**src/rtl/nmr_pulse_sequencer.sv**
```systemverilog
// nmr_pulse_sequencer
//   Schedules the RF pulse train for the NMR transmit path. One start plays
//   N equal pulses separated by optional gaps, waits an acquisition delay,
//   then strobes acq_trig/done for one cycle. Configuration is captured when
//   the sequence is accepted, so later changes to the cfg_* inputs do not
//   affect a running sequence.
//
// Ports
//   aclk, aresetn      clock; synchronous active-low reset
//   start, abort       start a sequence (IDLE only); abort to IDLE (top priority)
//   cfg_half_period    tone half-period in cycles (0 behaves as 1)
//   cfg_pulse_len      gate-high cycles per pulse (0 behaves as 1)
//   cfg_gap_len        gate-low cycles between pulses (0 = back-to-back)
//   cfg_num_pulses     pulses per sequence (0 = start ignored)
//   cfg_acq_delay      cycles from end of last pulse to the acquisition strobe
//   tone, gate         square-wave select and enable for the DAC source
//   busy               high whenever not IDLE
//   pulse_index        zero-based index of the current/last pulse
//   acq_trig, done     coincident one-cycle strobes at the end of a sequence
module nmr_pulse_sequencer #(
  parameter int CNT_WIDTH = 32,
  parameter int NUM_WIDTH = 16
) (
  input  logic                 aclk,
  input  logic                 aresetn,
  input  logic                 start,
  input  logic                 abort,
  input  logic [CNT_WIDTH-1:0] cfg_half_period,
  input  logic [CNT_WIDTH-1:0] cfg_pulse_len,
  input  logic [CNT_WIDTH-1:0] cfg_gap_len,
  input  logic [NUM_WIDTH-1:0] cfg_num_pulses,
  input  logic [CNT_WIDTH-1:0] cfg_acq_delay,
  output logic                 tone,
  output logic                 gate,
  output logic                 busy,
  output logic [NUM_WIDTH-1:0] pulse_index,
  output logic                 acq_trig,
  output logic                 done
);

  typedef enum logic [1:0] {
    ST_IDLE,
    ST_PULSE,
    ST_GAP,
    ST_ACQ_WAIT
  } state_t;

  function automatic logic [CNT_WIDTH-1:0] min_one(input logic [CNT_WIDTH-1:0] v);
    return (v == '0) ? CNT_WIDTH'(1) : v;
  endfunction

  state_t               state_q, state_d;
  logic                 tone_q, tone_d;
  logic                 gate_q, gate_d;
  logic                 busy_q, busy_d;
  logic                 trig_q, trig_d;
  logic                 done_q, done_d;
  logic [NUM_WIDTH-1:0] idx_q, idx_d;

  // rem counts the cycles still to come in the current state after this one;
  // tcnt is the position within the current tone half-period.
  logic [CNT_WIDTH-1:0] rem_q, rem_d;
  logic [CNT_WIDTH-1:0] tcnt_q, tcnt_d;
  logic [CNT_WIDTH-1:0] hp_q, hp_d;
  logic [CNT_WIDTH-1:0] pl_q, pl_d;
  logic [CNT_WIDTH-1:0] gl_q, gl_d;
  logic [NUM_WIDTH-1:0] np_q, np_d;
  logic [CNT_WIDTH-1:0] ad_q, ad_d;

  logic last_pulse;
  logic next_pulse;

  assign last_pulse = (idx_q == np_q - NUM_WIDTH'(1));

  always_comb begin
    state_d    = state_q;
    rem_d      = rem_q;
    tcnt_d     = tcnt_q;
    tone_d     = 1'b0;
    gate_d     = 1'b0;
    trig_d     = 1'b0;
    done_d     = 1'b0;
    idx_d      = idx_q;
    hp_d       = hp_q;
    pl_d       = pl_q;
    gl_d       = gl_q;
    np_d       = np_q;
    ad_d       = ad_q;
    next_pulse = 1'b0;

    if (abort) begin
      state_d = ST_IDLE;
    end else begin
      case (state_q)
        ST_IDLE: begin
          if (start && (cfg_num_pulses != '0)) begin
            hp_d    = min_one(cfg_half_period);
            pl_d    = min_one(cfg_pulse_len);
            gl_d    = cfg_gap_len;
            np_d    = cfg_num_pulses;
            ad_d    = cfg_acq_delay;
            idx_d   = '0;
            state_d = ST_PULSE;
            rem_d   = min_one(cfg_pulse_len) - CNT_WIDTH'(1);
            tcnt_d  = '0;
            gate_d  = 1'b1;
          end
        end
        ST_PULSE: begin
          if (rem_q != '0) begin
            rem_d  = rem_q - CNT_WIDTH'(1);
            gate_d = 1'b1;
            if (tcnt_q == hp_q - CNT_WIDTH'(1)) begin
              tcnt_d = '0;
              tone_d = ~tone_q;
            end else begin
              tcnt_d = tcnt_q + CNT_WIDTH'(1);
              tone_d = tone_q;
            end
          end else if (last_pulse) begin
            // Zero delay puts the strobe on the very next cycle.
            state_d = ST_ACQ_WAIT;
            rem_d   = ad_q;
            trig_d  = (ad_q == '0);
            done_d  = (ad_q == '0);
          end else if (gl_q != '0) begin
            state_d = ST_GAP;
            rem_d   = gl_q - CNT_WIDTH'(1);
          end else begin
            next_pulse = 1'b1;
          end
        end
        ST_GAP: begin
          if (rem_q != '0) begin
            rem_d = rem_q - CNT_WIDTH'(1);
          end else begin
            next_pulse = 1'b1;
          end
        end
        ST_ACQ_WAIT: begin
          // The strobe cycle itself is the final ACQ_WAIT cycle (rem == 0).
          if (rem_q == '0) begin
            state_d = ST_IDLE;
          end else begin
            rem_d  = rem_q - CNT_WIDTH'(1);
            trig_d = (rem_q == CNT_WIDTH'(1));
            done_d = (rem_q == CNT_WIDTH'(1));
          end
        end
        default: state_d = ST_IDLE;
      endcase

      // Every pulse after the first starts with the tone phase reset.
      if (next_pulse) begin
        state_d = ST_PULSE;
        idx_d   = idx_q + NUM_WIDTH'(1);
        rem_d   = pl_q - CNT_WIDTH'(1);
        tcnt_d  = '0;
        tone_d  = 1'b0;
        gate_d  = 1'b1;
      end
    end

    busy_d = (state_d != ST_IDLE);
  end

  always_ff @(posedge aclk) begin
    if (!aresetn) begin
      state_q <= ST_IDLE;
      tone_q  <= 1'b0;
      gate_q  <= 1'b0;
      busy_q  <= 1'b0;
      trig_q  <= 1'b0;
      done_q  <= 1'b0;
      idx_q   <= '0;
    end else begin
      state_q <= state_d;
      tone_q  <= tone_d;
      gate_q  <= gate_d;
      busy_q  <= busy_d;
      trig_q  <= trig_d;
      done_q  <= done_d;
      idx_q   <= idx_d;
    end
  end

  // Counters and captured configuration are only read after being loaded on
  // sequence acceptance, so they carry no reset.
  always_ff @(posedge aclk) begin
    rem_q  <= rem_d;
    tcnt_q <= tcnt_d;
    hp_q   <= hp_d;
    pl_q   <= pl_d;
    gl_q   <= gl_d;
    np_q   <= np_d;
    ad_q   <= ad_d;
  end

  assign tone        = tone_q;
  assign gate        = gate_q;
  assign busy        = busy_q;
  assign pulse_index = idx_q;
  assign acq_trig    = trig_q;
  assign done        = done_q;

endmodule

```
**config.mk**
```make
export PLATFORM = sky130hd
export DESIGN_NAME = nmr_pulse_sequencer
export DESIGN_NICKNAME = d
export VERILOG_FILES = /design/src/rtl/nmr_pulse_sequencer.sv
export SDC_FILE = /design/constraint.sdc
export NUM_CORES = 1
export LEC_CHECK = 0
export CELL_PAD_IN_SITES_DETAIL_PLACEMENT = 1
export CELL_PAD_IN_SITES_GLOBAL_PLACEMENT = 2
export CORE_MARGIN = 3
export CORE_UTILIZATION = 39
export CTS_CLUSTER_DIAMETER = 60
export CTS_CLUSTER_SIZE = 14
export DETAILED_ROUTE_END_ITERATION = 10
export PLACE_DENSITY_LB_ADDON = 0.3
export SLEW_MARGIN = 20
export SYNTH_ARGS = -nofsm -noshare
export SYNTH_HDL_FRONTEND = slang
export SYNTH_SLANG_ARGS = --single-unit
export TNS_END_PERCENT = 100
```
**constraint.sdc**
```tcl
create_clock -name aclk -period 13.7 [get_ports aclk]
set_input_delay 2.74 -clock aclk [delete_from_list [all_inputs] [get_ports aclk]]
set_output_delay 2.74 -clock aclk [all_outputs]
set_load 0.005 [all_outputs]
```
* Word level (Yosys, flattened, before mapping)
Cells that the tools add are included.
Word-level totals: output and inout port bits 21, register bits after elaboration 230, bits of input ports 148, logic and storage cells 94
Cells by class: bitwise gates (word level) 5, reductions and logical operators 19, $add $sub $neg 8, multiplexer cells 38, eq/ne operators 11
Operators by type and width (number):
- two-way mux 32 bit | 11
- subtractor 32 x 1 -> 32 bit (second input constant) | 5
- logical NOT 32 bit | 4
- case mux 32 bit (4 select lines) | 1
- case mux 32 bit (2 select lines) | 1
- nonzero test 32 bit | 2
- two-way mux 16 bit | 3
- adder 32 x 1 -> 32 bit (second input constant) | 1
- == test 32 x 1 -> 1 bit (second input constant) | 1
- == test 32 bit | 1
- adder 16 x 1 -> 16 bit (second input constant) | 1
- == test 16 bit | 1
- nonzero test 16 bit | 1
- subtractor 16 x 1 -> 16 bit (second input constant) | 1
- two-way mux 2 bit | 7
- inequality test 3 bit (second input constant) | 4
- two-way mux 1 bit | 11
- case mux 1 bit (2 select lines) | 3
- case mux 2 bit (3 select lines) | 1
- AND reduction 3 bit | 2
- nonzero test 2 bit | 3
- inequality test 5 bit (second input constant) | 1
- NOT 1 bit | 5
- AND reduction 5 bit | 1
- 8 further kinds | 9

* Longest topological paths before layout
depth after elaboration 9, gate-level depth with buffers 16, depth with buffers taken out 15

* Least setup slack after synthesis
Ideal clock, no wire load.
path type input port to flip-flop, start input port cfg_num_pulses[5], end register ad_q[0], enable pin, path slack 7204 ps, data required time 13204 ps, cell stages on the path 4, path buffers 0, setup time 496 ps, arrival time 6000 ps, path through nor4_1 a41oi_1 nand3_1 inv_1
On the way: word-level cells in the longest chain between the ends 3
Ends and longest elaborated chain:
- start, declared | line 31 | input logic [NUM_WIDTH-1:0] cfg_num_pulses,
- nonzero test 16 bit | line 96 | if (start && (cfg_num_pulses != '0)) begin
- logical AND 1 bit | line 96
- AND reduction 3 bit (no source line)
- end signal, assigned | line 196 | ad_q <= ad_d;
- end, declared | line 68 | logic [CNT_WIDTH-1:0] ad_q, ad_d;
Every way passes these cells. A chain may end at the register's enable or synchronous reset.

* Worst setup path in the final report
start input port cfg_pulse_len[14], end register rem_q[28], data pin
On the way: word-level cells in the longest chain between the ends 6
Ends and longest elaborated chain:
- start, declared | line 29 | input logic [CNT_WIDTH-1:0] cfg_pulse_len,
- logical NOT 32 bit | line 49 | return (v == '0) ? CNT_WIDTH'(1) : v;
- two-way mux 32 bit * | line 49
- subtractor 32 x 1 -> 32 bit * | line 104 | rem_d = min_one(cfg_pulse_len) - CNT_WIDTH'(1);
- two-way mux 32 bit * | line 96
- case mux 32 bit (4 select lines) * | line 94 | case (state_q)
- two-way mux 32 bit * | line 154 | if (next_pulse) begin
- end signal, assigned | line 190 | rem_q <= rem_d;
- end, declared | line 62 | logic [CNT_WIDTH-1:0] rem_q, rem_d;
Every way passes the cells marked *; elsewhere a longest branch is shown, timed or not. The select of a mux whose other input is x is not followed.

==> results.cfg <==
[synthesis]
synthTopCellsByCount = edfxtp_1 (208), nor2_1 (175), xnor2_1 (115), clkbuf_1 (97), nand2_1 (89)
yosys_most_used_dff = edfxtp_1
synth_edf_count = 208
yosysMostFrequentCell = edfxtp_1
synth_nets = 1595
synth_top_area_cell = edfxtp_1
syn_area_mm2 = 0.0140
ys_seq_elements = 230
syn_inst = 1434
synth_async_sr_flop_share_pct = 0
ys_seq_area_share_pct = 47.8
synth_top_cell_area_share_pct = 44.7
synth_warnings = 0
synth_area_per_cell_um2 = 9.75
synth_cell_types = 81
synthTopCellsByArea = edfxtp_1 (45%), xnor2_1 (7.2%), xor2_1 (4.8%)

[drt]
routed_wl_mm = 44.0
num_vias = 11500
route.detailed.wl_per_inst_um = 21.8
vias_per_cell = 5.74
drtPass1Iterations = 5
drc = 0
drt_iter0_markers = 737
ant_nets = 0

[critical_path]
worstPathMaxFanout = 9
end_kind = flop
path_buf_inv = 3
criticalPathCategory = input port to flop
required_ns = 13.99
crit_family = simple AND/OR/NAND/NOR gates
start_kind = input port
ff2ff_path_depth = 12
critPathSlowestCell = clkdlybuf4s50_1
cp_cell_sequence = clkdlybuf4s50_1, or4_1, or3_1, nor4_1, buf_4, inv_1, nor2_1, nor2_1, ha_1, nand2_1, nor3_1, nand2_1, nor3_1, nand2b_1, xnor2_1, a21oi_1, a22oi_1
worstReg2RegStart = np_q[0]
critical_path_arrival_ns = 6.68
max_stage_delay_ns = 0.59
timing.rr.end = rem_q[13]
worst-r2r-setup-slack_ns = 8.78

[sta]
slew-limit-headroom_pct = 26.7
slew_violations = 0
hold_viol_final = 0
clock.fmax_ghz = 0.156
setup_viol = 0
worst_pin_slew_ns = 1.09
fin_hold_ws_ns = 0.564
finClkSkew_ns = 0.0188
layout_min_cycle_time_ns = 6.39
setup-tns-final_ns = 0
rsz0062_at_grt = no
fin_ws_ns = 7.31
period_share_pct = 46.7

[placed_design]
placed_area_mm2 = 0.0159
gp_congestion = 0.883
portBuffers = 168
place_hpwl_mm = 32.9
dp_cells = 1957
post-place-ws_ns = 6.70

[global_route]
track_usage_pct = 22.3
grt_pass1_vias = 11800
antenna_found_initial = 0
grt_overflow = 0
grt_max_degree = 81
grt_pass1_wl_mm = 67.4

[cts]
cts_tree = done
clock_sinks = 230
htree_levels = 1
insertion_delay_ns = 0.57
cts_setup_buffers = 0
cts_resized = 0
cts_buffer_depth = 3
root_buffer = clkbuf_16
clk_pin_slew_worst_paths_ns = 0.06
hold_buffers = 0
cts_buffers = 31

[cells_and_area]
multi_input_area_mm2 = 0.00673
num_antenna_cells = 0
seqCellArea_mm2 = 0.00669
n_fill_cell = 3904
finalNonFillerCells = 2013
final_util_pct = 48.4
nNetsFinal = 1696
final_area_mm2 = 0.0169
syn2layout_area_growth_pct = 21.2
drive_above_1_share_pct = 6.87

[run_status]
status = complete, no violations

[floorplanning]
die_x_um = 195
core-area_mm2 = 0.0350
ios = 169
start_util_pct = 40.0
die_area_mm2 = 0.0381
die_y_um = 195
rows = 68

[pwr]
power_density_mw_per_mm2 = 108
irDropWorstVdd_mv = 0.0844
p_leak_nw = 5.41
power_mw = 1.83

[worst_hold_path]
worstHoldEndpoint = pulse_index[15]
hold_path.class = flop to flop
hold_start = pulse_index[15]
hold_path_depth = 2

[job]
cap_violations = 0
[cells in the final DEF (no fill, tap or decap), types with 6 or more instances in the layout]
cell type / n
o31ai_1: 27
xor2_1: 77
dfxtp_1: 22
a211oi_1: 10
and3_1: 19
edfxtp_1: 208
o211ai_1: 7
mux2i_1: 6
a22o_1: 11
inv_1: 30
nand4_1: 19
inv_8: 6
clkdlybuf4s50_1: 168
nor2_1: 175
nor4_1: 59
clkbuf_16: 31
a31oi_1: 8
nor3_1: 53
inv_6: 8
or3_1: 39
nand3_1: 40
xnor2_1: 115
or4_1: 20
nor2b_1: 12
nand2b_1: 8
nand3b_1: 13
and2_1: 9
a21oi_1: 54
o21ai_0: 57
nand2_1: 89
buf_4: 15
o31a_1: 7
ha_1: 12
or2_2: 10
[report_power, final]
group	switching [mW]	internal, mW
Clock	0.351	0.467
Sequential	0.0332	0.804
Combinational	0.0865	0.0833
Total	0.471	1.35
[worst register-to-register path: stages (launching register included)]
cell and delay [ns]:
edfxtp_1 0.47, inv_1 0.09, ha_1 0.21, or3b_2 0.53
or3_1 0.33, o31a_1 0.32, nand4bb_1 0.28, nor4b_4 0.63
nand2_1 0.66, nand2_1 0.26, o21ai_0 0.13, a21oi_2 0.18
buf_4 0.44
[final cells by class]
cell class              count  share of cell area, %
flip-flops and latches    230                   39.5
well taps                 455                   3.36
clock inverters            24                   1.50
multi-input cells        1058                   39.8
repair buffers            183                   10.6
clock buffers              32                   4.60
inverters                  31                  0.717
[cells by family after synthesis]
kind of cell	after synthesis	share of synthesized area (%)
flip-flops	230	47.8
AND/OR/NAND/NOR	594	22.1
buffers and inverters	146	4.23
multiplexers	11	0.833
adder cells (fa/ha/maj)	13	1.16
XOR/XNOR	192	12.0
AO/OA/AOI/OAI	248	11.8
[how the worst max path moves through the flow]
| stage | startpoint | to | slack [ns] | depth (start not counted) |
|---|---|---|---|---|
| finish | cfg_pulse_len[14] | rem_q[28] | 7.31 | 17 |
| CTS | cfg_pulse_len[14] | rem_q[28] | 7.26 | 17 |
| global placement | cfg_pulse_len[24] | rem_q[26] | 6.84 | 17 |
| detailed placement | cfg_pulse_len[14] | rem_q[28] | 6.70 | 17 |
| floorplan | cfg_num_pulses[5] | ad_q[0] | 7.20 | 4 |
| global route | cfg_pulse_len[14] | rem_q[28] | 6.87 | 17 |
[per-layer routing]
layer	part of all wire, %	up-vias	track usage [%]
met3	4.6	66	2.88
met4	2.4	0	5.97
met5	0	-	0
li1	-	5474	-
met2	47	292	36.7
met1	46	5716	31.1
[registers in the layout (all words and copies together) (netlist names), 16 cells and up]
register / count
np_q: 16
pulse_index: 16
tcnt_q: 32
hp_q: 32
rem_q: 32
gl_q: 32
ad_q: 32
pl_q: 32
(Power assumes the default switching activity.)
